## config.mk

```make
export PLATFORM = sky130hd
export DESIGN_NAME = fabric_cfg_loader
export DESIGN_NICKNAME = d
export VERILOG_FILES = /design/src/rtl/fabric_cfg_loader.sv
export SDC_FILE = /design/constraint.sdc
export NUM_CORES = 2
export LEC_CHECK = 0
export BUFFER_PORTS_ARGS = -buffer_cell sky130_fd_sc_hd__buf_2
export CAP_MARGIN = 20
export CORE_ASPECT_RATIO = 0.5
export CORE_MARGIN = 5
export CORE_UTILIZATION = 40
export CTS_CLUSTER_DIAMETER = 100
export DETAILED_ROUTE_END_ITERATION = 8
export SLEW_MARGIN = 30
export SYNTH_ARGS = -nofsm -noshare
export SYNTH_HDL_FRONTEND = slang
export SYNTH_SLANG_ARGS = --single-unit
```

## constraint.sdc

```tcl
create_clock -name clk -period 2.5 [get_ports clk]
set_input_delay 0.5 -clock clk [delete_from_list [all_inputs] [get_ports clk]]
set_output_delay 0.5 -clock clk [all_outputs]
set_load 0.1 [all_outputs]
```

## src/rtl/fabric_cfg_loader.sv

```systemverilog
// fabric_cfg_loader: word-serial bitstream loader that checks a trailing XOR checksum and atomically commits to fabric config buses.
// Latency: active config, cfg_done and fab_reset update one cycle after the checksum word is accepted; cfg_ready rises one cycle after cfg_start.
// Backpressure: cfg_ready is registered and high only in LOAD/CHECK; cfg_valid while cfg_ready=0 is ignored with no side effect.
//
// Ports:
//   clk, reset           - single clock, synchronous active-high reset
//   cfg_start            - begin or restart a load (ignored during COMMIT)
//   cfg_data/cfg_valid   - stream word and its valid; cfg_ready is the loader's ready
//   sramConfig/cbconfig/sconfig - active logic-block / connection-block / switch-box config
//   fab_reset            - fabric reset: high in reset, one cycle after release, and for one cycle on commit
//   cfg_done             - one-cycle pulse on successful commit
//   cfg_err              - sticky checksum-failure flag, cleared when a new load starts
module fabric_cfg_loader #(
  parameter int ROWS = 3,
  parameter int COLS = 3,
  parameter int DW   = 32,
  parameter int LB_W = 16,
  parameter int CB_W = 35,
  parameter int SB_W = 60,
  localparam int N_LB  = ROWS * COLS,
  localparam int N_CB  = ROWS * (COLS - 1) + COLS * (ROWS - 1),
  localparam int N_SB  = (ROWS - 1) * (COLS - 1),
  localparam int TOTAL = N_LB * LB_W + N_CB * CB_W + N_SB * SB_W,
  localparam int WORDS = (TOTAL + DW - 1) / DW
) (
  input  logic                 clk,
  input  logic                 reset,
  input  logic                 cfg_start,
  input  logic [DW-1:0]        cfg_data,
  input  logic                 cfg_valid,
  output logic                 cfg_ready,
  output logic [N_LB*LB_W-1:0] sramConfig,
  output logic [N_CB*CB_W-1:0] cbconfig,
  output logic [N_SB*SB_W-1:0] sconfig,
  output logic                 fab_reset,
  output logic                 cfg_done,
  output logic                 cfg_err
);

  localparam int CNT_W = $clog2(WORDS + 1);
  localparam logic [CNT_W-1:0] LAST_WORD = CNT_W'(WORDS - 1);

  typedef enum logic [2:0] {
    IDLE,
    LOAD,
    CHECK,
    COMMIT,
    ERROR
  } state_t;

  state_t           state;
  logic [CNT_W-1:0] word_cnt;
  logic [DW-1:0]    xor_acc;
  // Only the low TOTAL bits of the word-serial image are ever committed; the
  // leading pad bits shift off the top here and only reach the checksum.
  logic [TOTAL-1:0] shadow;

  always_ff @(posedge clk) begin
    if (reset) begin
      state      <= IDLE;
      cfg_ready  <= 1'b0;
      cfg_done   <= 1'b0;
      cfg_err    <= 1'b0;
      fab_reset  <= 1'b1;
      word_cnt   <= '0;
      xor_acc    <= '0;
      shadow     <= '0;
      sramConfig <= '0;
      cbconfig   <= '0;
      sconfig    <= '0;
    end else begin
      cfg_done  <= 1'b0;
      fab_reset <= 1'b0;
      // Start/restart wins over any word presented in the same cycle, so an
      // aborted load leaves no partial count or checksum behind.
      if (cfg_start && state != COMMIT) begin
        state     <= LOAD;
        cfg_ready <= 1'b1;
        cfg_err   <= 1'b0;
        word_cnt  <= '0;
        xor_acc   <= '0;
      end else begin
        case (state)
          IDLE: ;
          LOAD: begin
            if (cfg_valid) begin
              shadow   <= TOTAL'({shadow, cfg_data});
              xor_acc  <= xor_acc ^ cfg_data;
              word_cnt <= word_cnt + CNT_W'(1);
              if (word_cnt == LAST_WORD) begin
                state <= CHECK;
              end
            end
          end
          CHECK: begin
            if (cfg_valid) begin
              cfg_ready <= 1'b0;
              if (xor_acc == cfg_data) begin
                state <= COMMIT;
              end else begin
                state   <= ERROR;
                cfg_err <= 1'b1;
              end
            end
          end
          COMMIT: begin
            {sramConfig, cbconfig, sconfig} <= shadow;
            cfg_done  <= 1'b1;
            fab_reset <= 1'b1;
            state     <= IDLE;
          end
          ERROR: ;
          default: begin
            state     <= IDLE;
            cfg_ready <= 1'b0;
          end
        endcase
      end
    end
  end

endmodule
```

After elaboration in Yosys (flattened, before gate mapping)

Index checks and enable logic that the tools add are counted.

Bits in registers: 1652
Output and inout bits: 808

Add/sub/neg operators: 1
Eq/ne operators: 15
Muxes and demuxes: 11
Bitwise logic cells: 4
Reduce and logical (&&, ||, !) cells: 12

Operators with widths:

| cell                                                   | count |
|---|---|
| == test 32 bit                                         | 1 |
| bitwise XOR 32 bit                                     | 1 |
| 2-to-1 mux 3 bit                                       | 4 |
| inequality test 3 bit (second input constant)          | 3 |
| one-hot mux 3 bit (3 select lines)                     | 1 |
| AND reduction 4 bit                                    | 2 |
| == test 3 x 2 -> 1 bit (second input constant)         | 2 |
| inequality test 2 bit (second input constant)          | 3 |
| AND reduction 2 bit                                    | 3 |
| AND reduction 3 bit                                    | 2 |
| adder 5 x 1 -> 5 bit (second input constant)           | 1 |
| == test 5 bit (second input constant)                  | 1 |
| 2-to-1 mux 1 bit                                       | 5 |
| inequality test 2 x 1 -> 1 bit (second input constant) | 2 |
| OR reduction 2 bit                                     | 2 |
| OR reduction 4 bit                                     | 1 |
| == test 3 x 1 -> 1 bit (second input constant)         | 1 |
| == test 3 bit (second input constant)                  | 1 |
| logical NOT 3 bit                                      | 1 |
| inequality test 3 x 2 -> 1 bit (second input constant) | 1 |
| inverter 1 bit                                         | 3 |
| one-hot mux 1 bit (2 select lines)                     | 1 |
| logical AND 1 bit                                      | 1 |

Longest topological paths before layout

Depth after elaboration: 5
Mapped depth: 8

Worst setup path before layout

OpenSTA, ideal clock, no wires.

Path type: input to register
From: input reset
To: register shadow[463]
Library setup time: 132 ps
Arrival: 1610 ps
Path slack: 758 ps
Stages on the path: 5
Path buffers: 4
Cell sequence: clkbuf_1 > clkbuf_1 > clkbuf_1 > clkbuf_1 > a21oi_1

RTL lines:

| element              | line | source |
|---|---|---|
| from (decl)          | 27   | `input logic reset,` |
| to (signal assigned) | 87   | `shadow <= TOTAL'({shadow, cfg_data});` |
| to (decl)            | 56   | `logic [TOTAL-1:0] shadow;` |

No word-level cell between the ends.

Worst setup path after layout

From: register cbconfig[193]
To: output cbconfig[193]

RTL lines:

| element                | line | source |
|---|---|---|
| from (decl)            | 33   | `output logic [N_CB*CB_W-1:0] cbconfig,` |
| from (signal assigned) | 107  | `{sramConfig, cbconfig, sconfig} <= shadow;` |

No word-level cell between the ends.

==> flow_metrics.env <==
export IMPL_status="complete, no violations"
export IMPL_hold_path_class="input port to register"
export IMPL_drive_gt1_share_pct=18.6
export IMPL_start_util_pct=40.1
export IMPL_rows=95
export IMPL_grt_pass1_vias=40500
export IMPL_grt_start_max_net_pins=176
export IMPL_multiInputGateArea_um2=18300
export IMPL_synthDistinctLibCells=28
export IMPL_clk_pin_slew_worst_paths_ns=0.06
export IMPL_drcViolationCount=0
export IMPL_overflow=0
export IMPL_first_pass_iters=6
export IMPL_final_nets=6206
export IMPL_place_port_buffers=843
export IMPL_max_stage_delay_ns=0.48
export IMPL_cts_sinks=1652
export IMPL_cts_tree="yes"
export IMPL_rsz0062_at_grt="false"
export IMPL_core_um2=134000
export IMPL_finalCritPeriodShare_pct=88.7
export IMPL_syn_avg_cell_area_um2=9.74
export IMPL_syn_inst=5508
export IMPL_synth_edff_count=0
export IMPL_wl_per_cell_um=21.9
export IMPL_crit_fanout=2
export IMPL_fin_setup_tns_ns=0
export IMPL_ys_async_sr_fraction_pct=0
export IMPL_dieWidth_um=528
export IMPL_synth_ff_type="dfxtp_1"
export IMPL_placed_area_um2=59200
export IMPL_worst_pin_slew_ns=0.977
export IMPL_syn_nets=5546
export IMPL_ys_ff_latch=1652
export IMPL_postCtsResizedCells=0
export IMPL_dieArea_um2=142000
export IMPL_cp_start_kind="register"
export IMPL_crit_chain="buf_2"
export IMPL_area_growth_pct=19.8
export IMPL_crit_slowest_cell="buf_2"
export IMPL_synth_top_area_share_pct=61.6
export IMPL_gp_congestion=0.881
export IMPL_cp_end_kind="output pin"
export IMPL_dp_hpwl_mm=123
export IMPL_max_freq_ghz=0.451
export IMPL_grt_pass1_wl_mm=257
export IMPL_grt_total_usage_pct=23.4
export IMPL_netlist_area_um2=53700
export IMPL_vdd_ir_drop_max_uv=663
export IMPL_final_cell_area_um2=64300
export IMPL_cp_num_buf_inv=1
export IMPL_wl_mm=177
export IMPL_finClkSkew_ns=0.0328
export IMPL_ys_seq_area_share_pct=61.6
export IMPL_worstPathArrival_ns=1.72
export IMPL_cap_violations=0
export IMPL_synth_top_area_cell="dfxtp_1"
export IMPL_avgViaCountPerCell=5.30
export IMPL_synth_area_top_cells="dfxtp_1 (62%), a22o_1 (13%), nand2_1 (11%)"
export IMPL_yosysMostFrequentCell="dfxtp_1"
export IMPL_fillCellCount=12700
export IMPL_numCtsBuffers=144
export IMPL_setup_viol=0
export IMPL_cts_buffer_depth=3
export IMPL_path_class="register to output pin"
export IMPL_maxSlewHeadroom_pct=34.9
export IMPL_hold_viol=0
export IMPL_ant_nets=0
export IMPL_clk_latency_ns=0.77
export IMPL_worstPathRequired_ns=2.00
export IMPL_period_needed_ns=2.22
export IMPL_vias=42800
export IMPL_yosys_warnings=0
export IMPL_die_height_um=269
export IMPL_root_buffer="clkbuf_16"
export IMPL_synth_common_cells="dfxtp_1 (1652), nand2_1 (1643), a21oi_1 (810)"
export IMPL_crit_family="buffers and inverters"
export IMPL_p_leak_nw=25.5
export IMPL_p_per_area_nw_per_um2=781
export IMPL_htreeDepth=4
export IMPL_first_iter_violations=3750
export IMPL_ff_latch_area_um2=33100
export IMPL_slew_violations=0
export IMPL_antenna_found_initial=1
export IMPL_ios=844
==> placed cells by master, fill, tap and decap left out, types with 30 or more instances in the layout <==
cell | Yosys | final
a21oi_1 | 810 | 809
clkbuf_16 | 0 | 146
a22o_1 | 805 | 805
xnor2_1 | 33 | 33
dlygate4sd3_1 | 0 | 30
buf_12 | 0 | 54
clkbuf_1 | 139 | 36
buf_2 | 240 | 842
buf_4 | 45 | 42
nor2_1 | 42 | 41
xor2_1 | 35 | 35
nand2_1 | 1643 | 1643
dfxtp_1 | 1652 | 1652
==> routing by layer <==
metal,share of wire (%),GRT usage (%)
met3,4.9,3.85
met5,0,0
met4,5.9,13.4
met1,42,29.3
met2,48,38.6
==> power by group <==
part / switching [mW] / internal (mW) / leakage, nW
Clock: 10.1 / 12.6 / 2.35
Sequential: 0.0309 / 26.3 / 13.3
Combinational: 0.889 / 0.257 / 9.81
Total: 11.0 / 39.2 / 25.5
==> layout make-up <==
| class | count | area share, % |
|---|---|---|
| flip-flops and latches | 1652 | 51.4 |
| multi-input cells | 3398 | 28.4 |
| repair buffers | 969 | 9.22 |
| clock buffers | 208 | 6.45 |
| well taps | 1794 | 3.49 |
| clock inverters | 53 | 0.950 |
| inverters | 3 | 0.0175 |
| diodes | 1 | 0.00389 |
==> repair_timing <==
item / in CTS / in global routing
hold endpoints to repair: 30 / 0
hold buffers: 30 / 0
setup buffers: 0 / 0
==> worst min-delay path, stage by stage <==
cell,delay (ns)
buf_2,0.14
nand2_1,0.07
a21oi_1,0.06
==> registers in the layout, indices dropped and copies added, names as in the netlist <==
name	count
sramConfig	144
state	3
cfg_done	1
shadow	804
cfg_ready	1
word_cnt	5
xor_acc	32
cfg_err	1
sconfig	240
fab_reset	1
cbconfig	420
==> metrics by stage <==
step	std cells	setup slack, ns	util [%]	power (mW)	hold WS [ns]
global placement	7786	0.395	44.3	28.1	0.443
detailed placement	7786	0.401	44.3	28.1	0.451
CTS	8077	0.218	48.0	50.6	0.00625
floorplan	5508	0.758	-	27.7	0.436
global route	8077	0.221	48.0	51.8	0.0379
finish	8078	0.284	48.0	50.2	0.0711
==> worst paths after layout <==
| path | cells after the start | start | slack, ns | end |
|---|---|---|---|---|
| max | 1 | cbconfig[193] | 0.28 | cbconfig[193] |
| min | 3 | cfg_data[25] | 0.07 | shadow[25] |
| max reg2reg | 7 | state[0] | 0.37 | shadow[493] |
| min reg2reg | 2 | shadow[497] | 0.45 | shadow[529] |
==> cells by family after synthesis <==
family,synth area share (%)
simple gates,12.1
fa+ha+maj,0.0466
flops,61.6
compound gates,20.8
buf+inv,4.39
xor+xnor,1.11
Power figures use the tool's default switching activity.
